File: src/rtl/seg7_scan_driver.sv
// -----------------------------------------------------------------------------
// seg7_scan_driver
//
// Time-multiplexed driver for an N-digit common-anode 7-segment display.
// A packed hex value is captured on a load strobe. The digits are then scanned
// one per slot of SCAN_DIV clocks. Each nibble is decoded to active-low
// segments, with optional leading-zero blanking and per-digit blink. The first
// clock of every slot is fully dark, so the previous digit's segments never
// ghost onto the next anode.
//
// Ports:
//   clk         system clock
//   reset       synchronous, active-high reset
//   load        one-cycle strobe: capture value, dp_in, blink_mask
//   value       packed hex digits, digit i = value[4i+3:4i], digit 0 rightmost
//   dp_in       decimal-point request per digit (1 = lit)
//   blink_mask  per-digit blink enable (1 = blinks)
//   lz_en       leading-zero blanking enable (live input, not latched)
//   seg         active-low segments, seg[0] = a ... seg[6] = g
//   dp          active-low decimal point
//   an          active-low anodes, at most one low at a time
//   frame       one-cycle pulse when the scan wraps from the last digit to 0
// -----------------------------------------------------------------------------
module seg7_scan_driver #(
    parameter int NUM_DIGITS = 4,
    parameter int SCAN_DIV   = 100000,
    parameter int BLINK_DIV  = 64
) (
    input  logic                    clk,
    input  logic                    reset,
    input  logic                    load,
    input  logic [4*NUM_DIGITS-1:0] value,
    input  logic [NUM_DIGITS-1:0]   dp_in,
    input  logic [NUM_DIGITS-1:0]   blink_mask,
    input  logic                    lz_en,
    output logic [6:0]              seg,
    output logic                    dp,
    output logic [NUM_DIGITS-1:0]   an,
    output logic                    frame
);

    // Counter widths are clamped to 1 so degenerate parameter values
    // (one digit, blink every frame) still give legal vectors.
    localparam int PSC_W = (SCAN_DIV   > 1) ? $clog2(SCAN_DIV)   : 1;
    localparam int IDX_W = (NUM_DIGITS > 1) ? $clog2(NUM_DIGITS) : 1;
    localparam int BLK_W = (BLINK_DIV  > 1) ? $clog2(BLINK_DIV)  : 1;

    localparam logic [PSC_W-1:0] PSC_LAST = PSC_W'(SCAN_DIV - 1);
    localparam logic [IDX_W-1:0] IDX_LAST = IDX_W'(NUM_DIGITS - 1);
    localparam logic [BLK_W-1:0] BLK_LAST = BLK_W'(BLINK_DIV - 1);

    // Hex nibble to active-low segment pattern (bit 0 = a ... bit 6 = g).
    function automatic logic [6:0] hex_to_seg(input logic [3:0] nib);
        logic [6:0] s;
        case (nib)
            4'h0: s = 7'h40;
            4'h1: s = 7'h79;
            4'h2: s = 7'h24;
            4'h3: s = 7'h30;
            4'h4: s = 7'h19;
            4'h5: s = 7'h12;
            4'h6: s = 7'h02;
            4'h7: s = 7'h78;
            4'h8: s = 7'h00;
            4'h9: s = 7'h10;
            4'hA: s = 7'h08;
            4'hB: s = 7'h03;
            4'hC: s = 7'h46;
            4'hD: s = 7'h21;
            4'hE: s = 7'h06;
            default: s = 7'h0E;
        endcase
        return s;
    endfunction

    // True when every nibble from position 'pos' up to the most significant
    // digit is zero, i.e. the digit at 'pos' is a leading zero.
    function automatic logic upper_all_zero(input logic [4*NUM_DIGITS-1:0] v,
                                            input logic [IDX_W-1:0]        pos);
        logic z;
        z = 1'b1;
        for (int j = 0; j < NUM_DIGITS; j++) begin
            if ((IDX_W'(j) >= pos) && (v[4*j +: 4] != 4'h0)) begin
                z = 1'b0;
            end
        end
        return z;
    endfunction

    // Stage p0: scan timing, blink timing and latched display data
    logic [PSC_W-1:0]        psc_p0;
    logic [IDX_W-1:0]        idx_p0;
    logic [BLK_W-1:0]        bcnt_p0;
    logic                    phase_p0;
    logic [4*NUM_DIGITS-1:0] val_p0;
    logic [NUM_DIGITS-1:0]   dpl_p0;
    logic [NUM_DIGITS-1:0]   blk_p0;

    logic tick;
    logic wrap;

    assign tick = (psc_p0 == PSC_LAST);
    assign wrap = tick && (idx_p0 == IDX_LAST);

    always_ff @(posedge clk) begin
        if (reset) begin
            psc_p0 <= '0;
            idx_p0 <= '0;
        end else begin
            if (tick) begin
                psc_p0 <= '0;
                idx_p0 <= (idx_p0 == IDX_LAST) ? '0 : idx_p0 + IDX_W'(1);
            end else begin
                psc_p0 <= psc_p0 + PSC_W'(1);
            end
        end
    end

    // Blink phase flips once every BLINK_DIV complete frames.
    always_ff @(posedge clk) begin
        if (reset) begin
            bcnt_p0  <= '0;
            phase_p0 <= 1'b0;
        end else if (wrap) begin
            if (bcnt_p0 == BLK_LAST) begin
                bcnt_p0  <= '0;
                phase_p0 <= ~phase_p0;
            end else begin
                bcnt_p0 <= bcnt_p0 + BLK_W'(1);
            end
        end
    end

    // Display data is cleared by reset as well, so a reset display reads 0.
    always_ff @(posedge clk) begin
        if (reset) begin
            val_p0 <= '0;
            dpl_p0 <= '0;
            blk_p0 <= '0;
        end else if (load) begin
            val_p0 <= value;
            dpl_p0 <= dp_in;
            blk_p0 <= blink_mask;
        end
    end

    // Next output values, derived from the current scan position
    logic [3:0]            cur_nib;
    logic                  cur_dp;
    logic                  cur_blink;
    logic                  lz_blank;
    logic                  blink_blank;
    logic [NUM_DIGITS-1:0] an_nxt;
    logic [6:0]            seg_nxt;
    logic                  dp_nxt;

    always_comb begin
        cur_nib   = 4'h0;
        cur_dp    = 1'b0;
        cur_blink = 1'b0;
        for (int j = 0; j < NUM_DIGITS; j++) begin
            if (idx_p0 == IDX_W'(j)) begin
                cur_nib   = val_p0[4*j +: 4];
                cur_dp    = dpl_p0[j];
                cur_blink = blk_p0[j];
            end
        end

        // Digit 0 is never a leading zero, so a zero value still shows "0".
        lz_blank    = lz_en && (idx_p0 != '0) && upper_all_zero(val_p0, idx_p0);
        blink_blank = phase_p0 && cur_blink;

        an_nxt  = '1;
        seg_nxt = 7'h7F;
        dp_nxt  = 1'b1;

        // Slot position 0 is the dark anti-ghost cycle.
        if (psc_p0 != '0) begin
            for (int j = 0; j < NUM_DIGITS; j++) begin
                if (idx_p0 == IDX_W'(j)) begin
                    an_nxt[j] = 1'b0;
                end
            end
            // A blanked digit keeps its anode low so the scan duty stays even.
            if (!(lz_blank || blink_blank)) begin
                seg_nxt = hex_to_seg(cur_nib);
                dp_nxt  = ~cur_dp;
            end
        end
    end

    // Stage p1: registered board outputs
    always_ff @(posedge clk) begin
        if (reset) begin
            an    <= '1;
            seg   <= 7'h7F;
            dp    <= 1'b1;
            frame <= 1'b0;
        end else begin
            an    <= an_nxt;
            seg   <= seg_nxt;
            dp    <= dp_nxt;
            frame <= wrap;
        end
    end

endmodule

File: config.mk
export PLATFORM = sky130hd
export DESIGN_NAME = seg7_scan_driver
export DESIGN_NICKNAME = d
export VERILOG_FILES = /design/src/rtl/seg7_scan_driver.sv
export SDC_FILE = /design/constraint.sdc
export NUM_CORES = 1
export LEC_CHECK = 0
export ABC_AREA = 1
export CAP_MARGIN = 30
export CORE_MARGIN = 4
export CORE_UTILIZATION = 51
export CTS_BUF_LIST = sky130_fd_sc_hd__clkbuf_4 sky130_fd_sc_hd__clkbuf_8
export CTS_CLUSTER_DIAMETER = 200
export DETAILED_ROUTE_END_ITERATION = 16
export PLACE_DENSITY = 0.77
export SETUP_SLACK_MARGIN = 0.15
export SLEW_MARGIN = 0
export SYNTH_ARGS = -nofsm -noshare
export SYNTH_HDL_FRONTEND = slang
export SYNTH_SLANG_ARGS = --single-unit
File: constraint.sdc
create_clock -name clk -period 1.76 [get_ports clk]
set_input_delay 0.528 -clock clk [delete_from_list [all_inputs] [get_ports clk]]
set_output_delay 0.528 -clock clk [all_outputs]
set_load 0.05 [all_outputs]
# ---- After elaboration in Yosys (flattened, before gate mapping)
# Memory sizes are Yosys's and may differ from the RTL's. A register that Yosys moved wholly into a read port is not among the register bits.
# Index checks and enable logic that the tools add are counted.
dict set report totals {
  mem_count 1
  rom_bits 112
  ff_bits 56
  output_inout_bits 13
  inputBits 28
  wordCells 68
}
# memory words word_bits rd rd_clocked_by_memory_dff wr line
set mem_list {}
lappend mem_list {{(no name shown)} 16 7 1 1 0 55} ;# case (nib)
dict set report op_classes {
  add_sub_neg 3
  n_mux 22
  n_bitwise 3
  eq_ne 5
  n_reduce_logical 20
  n_lt_le_gt_ge 4
}
# cell count
set ops {}
lappend ops {{adder 17 x 1 -> 17 bit (second input constant)} 1}
lappend ops {{== test 17 bit (second input constant)} 1}
lappend ops {{nonzero test 17 bit} 1}
lappend ops {{2-to-1 mux 1 bit} 16}
lappend ops {{2-to-1 mux 4 bit} 4}
lappend ops {{nonzero test 4 bit} 4}
lappend ops {{logical AND 1 bit} 8}
lappend ops {{adder 6 x 1 -> 6 bit (second input constant)} 1}
lappend ops {{== test 6 bit (second input constant)} 1}
lappend ops {{2-to-1 mux 6 bit} 1}
lappend ops {{== test 2 bit (second input constant)} 2}
lappend ops {{>= comparator 1 x 2 -> 1 bit (first input constant)} 2}
lappend ops {{>= comparator 2 bit (first input constant)} 2}
lappend ops {{OR reduction 2 bit} 2}
lappend ops {{inverter 1 bit} 3}
lappend ops {{OR reduction 3 bit} 1}
lappend ops {{adder 2 x 1 -> 2 bit (second input constant)} 1}
lappend ops {{== test 2 x 1 -> 1 bit (second input constant)} 1}
lappend ops {{logical NOT 2 bit} 1}
lappend ops {{2-to-1 mux 2 bit} 1}
lappend ops {{AND reduction 2 bit} 1}
lappend ops {{nonzero test 2 bit} 1}
lappend ops {{logical OR 1 bit} 1}

# ---- Depth between registers and ports, before layout
dict set report logic_depth {
  depth_word 9
  mapped_depth 14
  ltp_nobuf 13
}

# ---- Worst setup path before layout
# No wires, ideal clock.
dict set report synth_timing {
  path_kind {register to register}
  start {register idx_p0[1]}
  end {register seg[0]}
  path_stages_with_launch 15
  period_less_slack_ns 1.849
  required_time_ns 1.632
  setup_slack_ns -0.089
  path_buffers 1
  setup_ns 0.128
  t_arrival_ns 1.721
  cell_sequence {dfxtp_1 -> inv_1 -> ha_1 -> buf_2 -> inv_2 -> nand2_1 -> nand3_1 -> nand2_1 -> nand2_1 -> inv_1 -> ha_1 -> inv_1 -> nand3_1 -> nand3_1 -> nand3_1}
}
dict set report synth_via {
  elab_chain_len 9
  elab_cells_between_ends 30
  classes_between {4 x order compare; 3 x eq/ne; 12 x mux; 11 x reduce/logical}
}
# element line
set synth_rtl {}
lappend synth_rtl {{start: declaration} 92} ;# logic [IDX_W-1:0] idx_p0;
lappend synth_rtl {{start signal: assignment} 112} ;# idx_p0 <= (idx_p0 == IDX_LAST) ? '0 : idx_p0 + IDX_W'(1);
lappend synth_rtl {{>= comparator 1 x 2 -> 1 bit} 83} ;# if ((IDX_W'(j) >= pos) && (v[4*j +: 4] != 4'h0)) begin
lappend synth_rtl {{logical AND 1 bit} 83}
lappend synth_rtl {{2-to-1 mux 1 bit (4 in a row)} 83}
lappend synth_rtl {{logical AND 1 bit} 170} ;# lz_blank = lz_en && (idx_p0 != '0) && upper_all_zero(val_p0, idx_p0);
lappend synth_rtl {{logical OR 1 bit} 185} ;# if (!(lz_blank || blink_blank)) begin
lappend synth_rtl {{OR reduction 3 bit (no source line)} n/a}
lappend synth_rtl {{end: declaration} 36} ;# output logic [6:0] seg,
# Several ways; a longest one is shown, not always the timed one.
# A chain may end at the register's enable or synchronous reset.

# ---- Worst setup path in the final report
dict set report layout_timing {
  start {register idx_p0[1]}
  end {register seg[3]}
}
# Same word-level chain as after synthesis.

==> flow_summary_export.csv <==
group,metric,value,unit
place,port_buffers,40,
critical_path,cp-end-kind,"flop",
floorplan,die_x,87.1,um
timing,slew_violations,0,
run_status,outcome,"finished clean",
place,place_area,3800,um^2
critical_path,cp.required,1.99,ns
detailed_routing,maxUsedRoutingLayer,"met4",
detailed_routing,post_drt_wl_per_cell,13.0,um
synthesis,yosysSeqAreaShare,0.395,
floorplan,core_area,5990,um^2
detailed_routing,wirelength,7.95,mm
pwr,power_density,769,nW/um^2
pwr,leakagePower,0.00181,uW
timing,max_freq,595,MHz
synthesis,async_flop_share,0,
critical_path,reg2reg_slack,0.08,ns
timing,hold_slack,0.479,ns
floorplan,dieArea,7590,um^2
timing,finalHoldViolCount,0,
detailed_routing,viasPerCell,5.24,
clock_tree,clk_pin_slew,0.07,ns
pwr,power.share.combinational,0.143,
pwr,power_switching,856,uW
detailed_routing,drc,0,
timing,skew,0.0112,ns
detailed_routing,met1Wirelength,3.73,mm
synthesis,postSynthRegisterBits,63,
global_routing,grt_pass1_wl,12.8,mm
timing,max-slew-margin-rel,0.779,
critical_path,r2r_start,"idx_p0[1]",
pwr,p_int,2400,uW
critical_path,rr_worst_depth,13,
detailed_routing,vias,3202,
cells_and_area,final_cell_mix,"nand2_1 (94), nor2_1 (79), dfxtp_1 (60), inv_1 (42), buf_4 (36)",
cells_and_area,final_common_cell,"nand2_1",
timing,finalCritPeriodShare,0.954,
place,dp_cells,586,
timing,fin_crit,1.68,ns
clock_tree,worstSkewPairLatency,0.35,ns
global_routing,grt_max_degree,27,
global_routing,grt-ovfl-total,0,
pwr,ir_worst_vdd,0.604,mV
detailed_routing,drt_pass1_iterations,5,
flow_run,max-cap-violations,0,
critical_path,crit_start,"idx_p0[1]",
detailed_routing,drt_iter0_drc,211,
synthesis,yosys_warnings,0,
clock_tree,root_buffer,"clkbuf_8",
synthesis,syn_nets,508,
place,gp_congestion,0.900,
critical_path,crit_end,"seg[3]",
global_routing,antenna_found_initial,0,
detailed_routing,detail-route-antenna-nets,0,
cells_and_area,area_growth_syn_to_layout,32.7,%
cells_and_area,final_cells,611,
clock_tree,cts_buffers,9,
cells_and_area,nets,572,
pwr,p_seq_frac,0.468,
cells_and_area,finalInstanceArea,4230,um^2
synthesis,synth_edf_count,0,
critical_path,crit_arrival,1.91,ns
min_path,holdCritPathClass,"reg2reg",
synthesis,synth.distinct_cells,27,
global_routing,grt_use_total,0.213,
timing,rsz0062_at_grt,"true",
floorplan,rows,28,
global_routing,grt_pass1_vias,2804,
floorplan,die_height,87.1,um
detailed_routing,met2_length,3.56,mm
critical_path,path_class,"reg2reg",
cells_and_area,diodes,0,
floorplan,ios,41,
synthesis,synth_cells,467,
detailed_routing,route.met3.wl,490,um
timing,setup_viol,0,
timing,worstMarginPinSlew,0.329,ns
cells_and_area,final.fill_count,486,
clock_tree,cts_tree,"built",
critical_path,rr_endpoint,"seg[3]",
pwr,power_frac_clock,0.390,
cells_and_area,layout-drive-gt1-share,0.220,
place,hpwl,5.50,mm
clock_tree,cts_max_level,3,
synthesis,avgSynthCellArea,6.83,um^2
critical_path,path_max_fanout,6,
synthesis,syn_area,3190,um^2
critical_path,worstSetupStartpointType,"flop",
pwr,switching_share,0.263,
timing,layout_setup_ws,0.0804,ns
place,post-place-ws,-0.0266,ns
clock_tree,cts.sinks,63,
synthesis,synth_ff_type,"dfxtp_1",
min_path,min_from,"psc_p0[0]",
floorplan,initial_core_util,0.533,
clock_tree,clockBufferDepth,2,
timing,tns,0,ns
==> power groups by stage <==
stage	combinational (uW)	sequential [uW]	clock (uW)
5_1_grt	507	1530	1360
3_3_place_gp	424	1560	0
3_5_place_dp	427	1560	0
6_report	465	1520	1270
2_1_floorplan	190	1620	0
4_1_cts	449	1520	1290
==> routing by layer <==
layer  track usage  vias up
met5             0        -
met4        0.0781        0
met3        0.0596       19
met2         0.320      117
met1         0.292     1451
li1              -     1615
==> how the worst min path moves through the flow <==
| stage | slack [ns] | cells after the start | to |
|---|---|---|---|
| after floorplan | 0.43 | 1 | psc_p0[0] |
| after global placement | 0.45 | 1 | psc_p0[0] |
| after detailed placement | 0.47 | 1 | psc_p0[0] |
| after CTS | 0.49 | 1 | psc_p0[0] |
| after global routing | 0.50 | 2 | blk_p0[3] |
| final | 0.48 | 1 | psc_p0[0] |
==> worst max-delay path: stages, from the launching register on <==
cell	delay (ns)
dfxtp_4	0.42
inv_6	0.06
ha_4	0.18
inv_4	0.08
nand2_2	0.05
nand3_2	0.06
nand2_2	0.06
nand2_4	0.12
inv_6	0.06
ha_4	0.17
inv_2	0.06
nand3_2	0.09
nand3_2	0.10
nand3_2	0.05
==> cells by family (layout without fill, tap and decap cells) <==
kind of cell	count (synthesis)	after routing	share of synthesized area
buffers and inverters	66	135	0.0851
XOR/XNOR	7	7	0.0192
adder cells (fa/ha/maj)	13	13	0.0510
AO/OA/AOI/OAI	67	67	0.111
flip-flops	63	63	0.395
AND/OR/NAND/NOR	251	251	0.339
==> Yosys cell counts, drive strengths merged (2+ instances only) <==
cell,n,share of area
nand2,108,0.13
nor2,88,0.11
dfxtp,63,0.40
inv,53,0.062
nand3,41,0.064
a21oi,34,0.057
o21ai,31,0.049
ha,13,0.051
buf,7,0.016
nor3,7,0.018
clkbuf,6,0.0071
xor2,6,0.016
nand4,5,0.0098
or2,2,0.0039
==> sequential cells by signal, indices dropped and copies added (netlist names) <==
| signal | cells |
|---|---|
| phase_p0 | 1 |
| an | 4 |
| dp | 1 |
| val_p0 | 16 |
| idx_p0 | 2 |
| blk_p0 | 4 |
| seg | 7 |
| dpl_p0 | 4 |
| bcnt_p0 | 6 |
| psc_p0 | 17 |
| frame | 1 |
==> cell type report <==
cell class,count,area (um^2),share of cell area
multi-input cells,338,1860,0.438
flip-flops and latches,63,1270,0.300
repair buffers,66,592,0.140
inverters,53,224,0.0529
clock buffers,12,153,0.0361
well taps,75,93.8,0.0222
clock inverters,4,45.0,0.0106
==> through the flow <==
stage / utilization / total power (uW)
2_1_floorplan: - / 1810
3_3_place_gp: 0.634 / 1980
3_5_place_dp: 0.634 / 1980
4_1_cts: 0.692 / 3260
5_1_grt: 0.707 / 3400
6_report: 0.707 / 3260
==> repair_timing <==
action / 4_1_cts / 5_1_grt
endpoints found under the setup margin: 11 / 34
setup buffers: 4 / 5
pin swaps: 13 / 7
hold buffers: 0 / 0
gates resized for setup: 29 / 17
Note: power is estimated with default switching activity, not from simulation.
